[config.mk]
export PLATFORM = sky130hd
export DESIGN_NAME = hazard_scoreboard_flat
export DESIGN_NICKNAME = d
export VERILOG_FILES = /design/src/rtl/hazard_scoreboard_pkg.sv /design/src/rtl/hazard_scoreboard_if.sv /design/src/rtl/hazard_scoreboard_match.sv /design/src/rtl/hazard_scoreboard.sv /design/src/flat_wrapper.sv
export SDC_FILE = /design/constraint.sdc
export NUM_CORES = 1
export LEC_CHECK = 0
export CORE_AREA = 2 2 78 61
export DETAILED_ROUTE_END_ITERATION = 12
export DIE_AREA = 0 0 80 63
export GPL_ROUTABILITY_DRIVEN = 0
export GPL_TIMING_DRIVEN = 0
export PLACE_DENSITY_LB_ADDON = 0.05
export SYNTH_ARGS = -nofsm -noshare
export SYNTH_HDL_FRONTEND = slang
export SYNTH_SLANG_ARGS = --single-unit
[constraint.sdc]
create_clock -name clk -period 2.3 [get_ports clk]
set_input_delay 0.46 -clock clk [delete_from_list [all_inputs] [get_ports clk]]
set_output_delay 0.46 -clock clk [all_outputs]
set_load 0.03 [all_outputs]
[src/rtl/hazard_scoreboard_pkg.sv]
// Shared types for the ID-stage hazard scoreboard.
// Slot record layout and register-file constants.
package hazard_pkg;

    localparam int REG_AW = 5;

    localparam logic [REG_AW-1:0] ZERO_REG = '0;

    typedef struct packed {
        logic              valid;
        logic              wb_en;
        logic [REG_AW-1:0] dest;
        logic              is_load;
    } slot_t;

endpackage

[src/rtl/hazard_scoreboard_if.sv]
// ID-stage request bundle into the hazard scoreboard.
// The ID stage is master; the scoreboard answers with hazard_stall.
interface hazard_scoreboard_if;
    import hazard_pkg::*;

    logic              id_valid;
    logic [REG_AW-1:0] id_src1;
    logic [REG_AW-1:0] id_src2;
    logic              id_uses_src2;
    logic              id_is_store;
    logic [REG_AW-1:0] id_dest;
    logic              id_wb_en;
    logic              id_mem_read;
    logic              hazard_stall;

    modport master (
        output id_valid, id_src1, id_src2, id_uses_src2,
        output id_is_store, id_dest, id_wb_en, id_mem_read,
        input  hazard_stall
    );

    modport slave (
        input  id_valid, id_src1, id_src2, id_uses_src2,
        input  id_is_store, id_dest, id_wb_en, id_mem_read,
        output hazard_stall
    );

endinterface

[src/rtl/hazard_scoreboard_match.sv]
// Compares one source register against one in-flight writer slot.
// Register 0 never matches.
module hazard_match
    import hazard_pkg::*;
(
    input  logic [REG_AW-1:0] r_i,
    input  slot_t             slot_i,
    output logic              hit_o
);

    assign hit_o = slot_i.valid
                 & slot_i.wb_en
                 & (slot_i.dest == r_i)
                 & (r_i != ZERO_REG);

endmodule

[src/rtl/hazard_scoreboard.sv]
// ID-stage hazard detector with EXE/MEM/WB writer record and stall counter.
// Define HAZARD_FORWARD_EN to stall only on load-use against EXE.
module hazard_scoreboard
    import hazard_pkg::*;
#(
    parameter int CNT_W = 16
) (
    input  logic               clk,
    input  logic               rst_n,
    hazard_scoreboard_if.slave id,
    input  logic               freeze,
    input  logic               flush,
    output logic [REG_AW-1:0]  exe_dest_q,
    output logic [REG_AW-1:0]  mem_dest_q,
    output logic [REG_AW-1:0]  wb_dest_q,
    output logic [CNT_W-1:0]   stall_cnt
);

    slot_t exe_q, exe_d;
    slot_t mem_q;
    slot_t wb_q;
    logic [CNT_W-1:0] cnt_q, cnt_d;

    logic [REG_AW-1:0] src [3];
    logic [2:0] chk;
    logic [2:0] hit_exe;
    logic [2:0] hit_mem;
    logic need;
    logic stall;

    assign src[0] = id.id_src1;
    assign src[1] = id.id_src2;
    assign src[2] = id.id_dest;
    assign chk = {id.id_is_store, id.id_uses_src2, 1'b1};

    for (genvar i = 0; i < 3; i++) begin : g_src
        hazard_match u_exe (
            .r_i    (src[i]),
            .slot_i (exe_q),
            .hit_o  (hit_exe[i])
        );
        hazard_match u_mem (
            .r_i    (src[i]),
            .slot_i (mem_q),
            .hit_o  (hit_mem[i])
        );
    end

`ifdef HAZARD_FORWARD_EN
    // Only a load still in EXE outruns the forwarding paths.
    assign need = (|(chk & hit_exe)) & exe_q.is_load;
`else
    assign need = |(chk & (hit_exe | hit_mem));
`endif

    assign stall = id.id_valid & ~flush & need;
    assign id.hazard_stall = stall;

    always_comb begin
        exe_d = '0;
        if (id.id_valid && !flush && !stall) begin
            exe_d.valid   = 1'b1;
            exe_d.wb_en   = id.id_wb_en;
            exe_d.dest    = id.id_dest;
            exe_d.is_load = id.id_mem_read;
        end
    end

    always_comb begin
        cnt_d = cnt_q;
        if (stall && cnt_q != '1) begin
            cnt_d = cnt_q + 1'b1;
        end
    end

    always_ff @(posedge clk or negedge rst_n) begin
        if (!rst_n) begin
            exe_q <= '0;
            mem_q <= '0;
            wb_q  <= '0;
            cnt_q <= '0;
        end else if (!freeze) begin
            exe_q <= exe_d;
            mem_q <= exe_q;
            wb_q  <= mem_q;
            cnt_q <= cnt_d;
        end
    end

    assign exe_dest_q = exe_q.dest;
    assign mem_dest_q = mem_q.dest;
    assign wb_dest_q  = wb_q.dest;
    assign stall_cnt  = cnt_q;

endmodule

[src/flat_wrapper.sv]
// flat-port wrapper written by rule: the top's interface ports become plain ports
module hazard_scoreboard_flat import hazard_pkg::*;
#(
    parameter int CNT_W = 16
)
  (clk, rst_n, freeze, flush, exe_dest_q, mem_dest_q, wb_dest_q, stall_cnt, id_id_valid, id_id_src1, id_id_src2, id_id_uses_src2, id_id_is_store, id_id_dest, id_id_wb_en, id_id_mem_read, id_hazard_stall);
  hazard_scoreboard_if id_i ();
  input  logic clk;
  input  logic rst_n;
  input  logic freeze;
  input  logic flush;
  output logic [REG_AW-1:0] exe_dest_q;
  output logic [REG_AW-1:0] mem_dest_q;
  output logic [REG_AW-1:0] wb_dest_q;
  output logic [CNT_W-1:0] stall_cnt;
  input wire logic [$bits(id_i.id_valid)-1:0] id_id_valid;
  input wire logic [$bits(id_i.id_src1)-1:0] id_id_src1;
  input wire logic [$bits(id_i.id_src2)-1:0] id_id_src2;
  input wire logic [$bits(id_i.id_uses_src2)-1:0] id_id_uses_src2;
  input wire logic [$bits(id_i.id_is_store)-1:0] id_id_is_store;
  input wire logic [$bits(id_i.id_dest)-1:0] id_id_dest;
  input wire logic [$bits(id_i.id_wb_en)-1:0] id_id_wb_en;
  input wire logic [$bits(id_i.id_mem_read)-1:0] id_id_mem_read;
  output wire logic [$bits(id_i.hazard_stall)-1:0] id_hazard_stall;
  assign id_i.id_valid = id_id_valid;
  assign id_i.id_src1 = id_id_src1;
  assign id_i.id_src2 = id_id_src2;
  assign id_i.id_uses_src2 = id_id_uses_src2;
  assign id_i.id_is_store = id_id_is_store;
  assign id_i.id_dest = id_id_dest;
  assign id_i.id_wb_en = id_id_wb_en;
  assign id_i.id_mem_read = id_id_mem_read;
  assign id_hazard_stall = id_i.hazard_stall;
  hazard_scoreboard #(.CNT_W(CNT_W)) u_core (.clk(clk), .rst_n(rst_n), .id(id_i), .freeze(freeze), .flush(flush), .exe_dest_q(exe_dest_q), .mem_dest_q(mem_dest_q), .wb_dest_q(wb_dest_q), .stall_cnt(stall_cnt));
endmodule
## After elaboration in Yosys (flattened, before gate mapping)

Cells that the tools add are included.
W data, S select, Z words.

- Input port bits: 24
- Logic and storage cells: 47
- Output and inout port bits: 32
- Flip-flop bits (word level): 35

- $add $sub $neg: 1
- Bitwise logic cells: 20
- Equal/unequal tests: 7
- Reductions and logical operators: 10
- Mux-type cells: 1

Operators by type and width:

| cell | number |
|---|---|
| $eq A5 B5 Y1 | 6 |
| $add A16 B1 Y16 const B | 1 |
| $and A1 B1 Y1 | 16 |
| $ne A16 B16 Y1 const B | 1 |
| $reduce_bool A5 Y1 | 3 |
| $mux W8 | 1 |
| $and A3 B3 Y3 | 1 |
| $logic_and A1 B1 Y1 | 3 |
| $or A3 B3 Y3 | 1 |
| $reduce_or A3 Y1 | 1 |
| $logic_not A1 Y1 | 2 |
| $not A1 Y1 | 2 |
| $reduce_and A2 Y1 | 1 |

## Logic depth before layout (Yosys ltp)

- Depth in word-level cells: 10
- Depth in mapped cells: 9
- Mapped depth without buffers: 7

## By module

A second synthesis with hierarchy kept.

- Cells, all modules: 195
- Area, all modules: 2175.8 µm²

By module, submodules not included:

| module | cells an instance | area an instance (µm²) | instances | sequential area each (µm²) |
|---|---|---|---|---|
| hazard_scoreboard | 135 | 1717.9 | 1 | 925.9 |
| hazard_match | 10 | 76.3 | 6 | 0.0 |

## Worst setup path after synthesis

OpenSTA, ideal clock, no wires.

- Kind: in2out
- From: input id_id_src2[1]
- To: output id_hazard_stall
- Stages: 5
- Data required time: 1.840 ns
- Setup slack: 0.024 ns
- Data arrival time: 1.816 ns
- Buffers on the path: 1
- Cell sequence: or4_1 -> o221ai_2 -> o221ai_4 -> buf_6 -> and3b_2

- Longest elaborated chain between the ends: 7
- Elaborated cells on any way between the ends: 11
- Classes of those cells: eq/ne (2); bitwise (7); reduce/logical (2)

Ends and longest elaborated chain:

| element | RTL line | RTL |
|---|---|---|
| start, declared | flat_wrapper.sv:18 | `input wire logic [$bits(id_i.id_src2)-1:0] id_id_src2;` |
| $eq A5 B5 Y1 | hazard_scoreboard_match.sv:13 | `& (slot_i.dest == r_i)` |
| $and A1 B1 Y1 | hazard_scoreboard_match.sv:13 |  |
| $and A1 B1 Y1 | hazard_scoreboard_match.sv:14 | `& (r_i != ZERO_REG);` |
| $or A3 B3 Y3 * | hazard_scoreboard.sv:53 | `assign need = \|(chk & (hit_exe \| hit_mem));` |
| $and A3 B3 Y3 * | hazard_scoreboard.sv:53 |  |
| $reduce_or A3 Y1 * | hazard_scoreboard.sv:53 |  |
| $and A1 B1 Y1 * | hazard_scoreboard.sv:56 | `assign stall = id.id_valid & ~flush & need;` |
| end, declared | flat_wrapper.sv:24 | `output wire logic [$bits(id_i.hazard_stall)-1:0] id_hazard_stall;` |

Mark *: on every way between the ends. The rest lies on a longest branch, timed or not.

## Final worst setup path

- From: input id_id_src1[0]
- To: output id_hazard_stall

- Longest elaborated chain between the ends: 7
- Elaborated cells on any way between the ends: 11
- Classes of those cells: eq/ne (2); bitwise (7); reduce/logical (2)

Ends and longest elaborated chain:

| element | RTL line | RTL |
|---|---|---|
| start, declared | flat_wrapper.sv:17 | `input wire logic [$bits(id_i.id_src1)-1:0] id_id_src1;` |
| $eq A5 B5 Y1 | hazard_scoreboard_match.sv:13 |  |
| $and A1 B1 Y1 | hazard_scoreboard_match.sv:13 |  |
| $and A1 B1 Y1 | hazard_scoreboard_match.sv:14 |  |
| $or A3 B3 Y3 * | hazard_scoreboard.sv:53 |  |
| $and A3 B3 Y3 * | hazard_scoreboard.sv:53 |  |
| $reduce_or A3 Y1 * | hazard_scoreboard.sv:53 |  |
| $and A1 B1 Y1 * | hazard_scoreboard.sv:56 |  |

Marked as above.

==> summary.txt <==
Status: finished with violations
Failing checks: negative setup slack
Crit Path Class: in2out
Placed cells: 284
Startpoint types: input port
Critical path's most frequent cell: buf_6
Initial antenna violation count: 0
# port buffers: 54
Final worst path period share: 106%
Pwr/cell area: 509 mW/mm^2
Comb power frac: 21.6%
Area contributors post-synth: dfrtp_1 (44%), xnor2_1 (16%), mux2_2 (6.7%)
Vias: 1,599
R2r setup slk: 230 ps
Die width: 80 um
Post-route worst setup slack: -149 ps
Worst skew pair latency: 290 ps
Leak: 1.27 nW
Final Hold Fails: 0
CTS buffer count: 5
Final count of negative-setup-slack endpoints: 1
H-tree depth: 2
Share of cells above drive strength 1: 39.7%
Crit end category: primary output
Crit Path Max Fanout: 3
Die ar.: 0.00504 sq mm
Req. time, crit path: 1840 ps
Syn. warnings: 0
DP Area: 0.00261 sq mm
Worst-path clk slew: 70 ps
Std-Cell Core Area: 0.00431 sq mm
Worst-Margin Slew: 775 ps
Vias in the first global route: 1,689
Hold-fix buffers, CTS: 0
Setup Skew: 7.76 ps
Distinct cell type count after synthesis: 34
Unrepaired setup endpoints after global routing: yes
CTS tree: done
Sw power: 0.405 mW
Seq cells post-synth: 35
Area share of the largest cell type after synthesis: 43.7%
I/O pin cnt: 56
Synth area leader: dfrtp_1
Flop pwr share: 45.4%
Die height: 63 um
DRT iter0 DRCs: 74
Syn_area_per_cell: 11.6 sq um
GRT overflow: 0
Post-layout instance area: 0.00293 sq mm
Drt wl/cell: 16.9 um
Longest Clk Path Bufs: 2
Pint: 1.09 mW
Detailed placer's ending HPWL: 3550 um
Setup TNS: -149 ps
Clk pwr share: 32.9%
Final wirelength: 5140 um
Root Driver: clkbuf_8
Final nets: 271
Synth Instances: 173
Worst hold path type: in2async
Finished Layout Cells: 304
Critical path cell sequence: dlygate4sd2_1 -> xnor2_1 -> nand4_1 -> nor3_1 -> nor2_1 -> o221ai_4 -> buf_6 -> and3b_2 -> buf_6
Final min period: 2450 ps
Worst hold margin: 249 ps
Syn_nets: 198
Worst endpoint data arrival time: 1990 ps
Overall routing resource usage: 21.9%
Maximum vdd drop: 0.000309 V
Net Sw Frac: 27.2%
Pre-antenna DRT Iters: 4
Largest net degree at the start of global routing: 36
Post-DRT Antenna Nets: 0
Post-Syn Area: 0.00201 sq mm
First-pass GRT wire length: 8440 um
Clk sinks: 35
CP max-delay cell: dlygate4sd2_1
# DRC: 0
# diodes: 0
Slew margin rel.: 48.3%
Post-synthesis sequential area ratio: 43.7%
Fmax: 408 MHz
Max Slew Vio Count: 0
Total of max-cap violations: 0
Row cnt: 21
Worst path max stage delay: 300 ps
Drt via density: 5.26
Starting Density: 46.5%
Final Util: 68.1%
Fillers: 329
Area Growth Syn to Fin: 46.2%
per-layer routing:
layer	up-vias	part of all wire, %	GRT usage [%]
met1	780	46	30.8
met2	49	48	34.5
met3	7	5.3	4.48
met4	0	0.95	5.93
li1	763	-	-
met5	-	0	0
cell families after synthesis:
logic type / count (synthesis) / synth area share (%)
AO/OA/AOI/OAI: 11 / 6.55
adder cells (fa/ha/maj): 1 / 0.624
XOR/XNOR: 45 / 19.7
AND/OR/NAND/NOR: 53 / 16.7
buffers and inverters: 15 / 5.49
multiplexers: 13 / 7.30
flip-flops: 35 / 43.7
sequential cells by signal (all words and copies together) (netlist names):
| signal | cells |
|---|---|
| u_core.exe_q | 2 |
| u_core.mem_q | 2 |
| u_core.stall_cnt | 16 |
| u_core.wb_dest_q | 5 |
| u_core.exe_dest_q | 5 |
| u_core.mem_dest_q | 5 |
power groups by stage:
stage	combinational (mW)	clock, mW	sequential, mW
global route	0.344	0.521	0.681
global placement	0.271	0	0.686
CTS	0.314	0.493	0.675
detailed placement	0.280	0	0.686
floorplan	0.139	0	0.696
finish	0.323	0.491	0.678
Yosys cell counts:
| master | count |
|---|---|
| and4_2 | 1 |
| nand2_2 | 1 |
| and3_2 | 1 |
| nand3_2 | 1 |
| buf_4 | 10 |
| and4b_1 | 1 |
| or3b_2 | 1 |
| nor2_1 | 4 |
| o221ai_4 | 1 |
| mux2_2 | 12 |
| o21ai_2 | 1 |
| nand3_1 | 2 |
| nor2_4 | 1 |
| nand4_1 | 16 |
| a21o_1 | 1 |
| xor2_1 | 8 |
| ha_1 | 1 |
| clkbuf_1 | 2 |
| nor3_1 | 6 |
| and3_1 | 6 |
| and3b_2 | 1 |
| dfrtp_1 | 35 |
| xnor2_1 | 37 |
| a31oi_4 | 1 |
| and2_1 | 2 |
| mux2_1 | 1 |
| nor2b_1 | 1 |
| nand4_2 | 1 |
| clkbuf_2 | 1 |
| a22o_1 | 6 |
| buf_6 | 2 |
| o221ai_2 | 1 |
| or4_1 | 3 |
| nand2_1 | 4 |
placed cells by master (no fill, tap or decap), types with 4 or more instances in the layout:
cell | netlist | final
clkdlybuf4s50_1 | 0 | 37
xnor2_1 | 37 | 26
dfrtp_1 | 35 | 26
buf_4 | 10 | 23
nand4_1 | 16 | 16
mux2_2 | 12 | 12
xnor2_2 | 0 | 11
dfrtp_2 | 0 | 9
xor2_1 | 8 | 8
clkbuf_8 | 0 | 7
buf_2 | 0 | 7
and3_1 | 6 | 6
a22o_1 | 6 | 6
clkdlybuf4s15_2 | 0 | 5
nand2_1 | 4 | 4
buf_6 | 2 | 4
cell type report:
cell class                 count  area, sq um  share of cell area, %
timing repair buffer          67          614                   20.9
sequential                    35          887                   30.2
buffer                        14          105                   3.58
tap                           57         71.3                   2.43
clock buffer                   8          100                   3.41
multi-input combinational    123         1150                   39.4
path summary, 6_finish.rpt:
| kind | start | to | cells after the start |
|---|---|---|---|
| setup / recovery | id_id_src1[0] | id_hazard_stall | 9 |
| hold reg to reg | u_core.stall_cnt[5]$_DFFE_PN0P_ | u_core.stall_cnt[5]$_DFFE_PN0P_ | 1 |
| setup reg to reg | u_core.stall_cnt[0]$_DFFE_PN0P_ | u_core.stall_cnt[1]$_DFFE_PN0P_ | 6 |
| min in group clk | id_id_dest[3] | u_core.exe_dest_q[3]$_DFFE_PN0N_ | 2 |
| hold / removal | rst_n | u_core.mem_dest_q[3]$_DFFE_PN0N_ | 1 |
| max in group asynchronous | rst_n | u_core.mem_dest_q[4]$_DFFE_PN0N_ | 1 |
through the flow:
stage,worst slack [ps],total power [mW]
3_3_place_gp,-1140,0.957
6_report,-149,1.49
3_5_place_dp,-1190,0.966
4_1_cts,-113,1.48
2_1_floorplan,23.8,0.835
5_1_grt,-281,1.55
critical path: cells and delay by family:
family | cells | cell delay (ps)
simple gates | 4 | 590
xor+xnor | 1 | 190
compound gates | 1 | 190
buf+inv | 3 | 550
timing repair:
action | 4_1_cts | 5_1_grt
gates resized for setup | 86 | 5
setup buffers | 13 | 0
endpoints found under the setup margin | 3 | 1
pin swaps | 22 | 1
(Power assumes the default switching activity.)
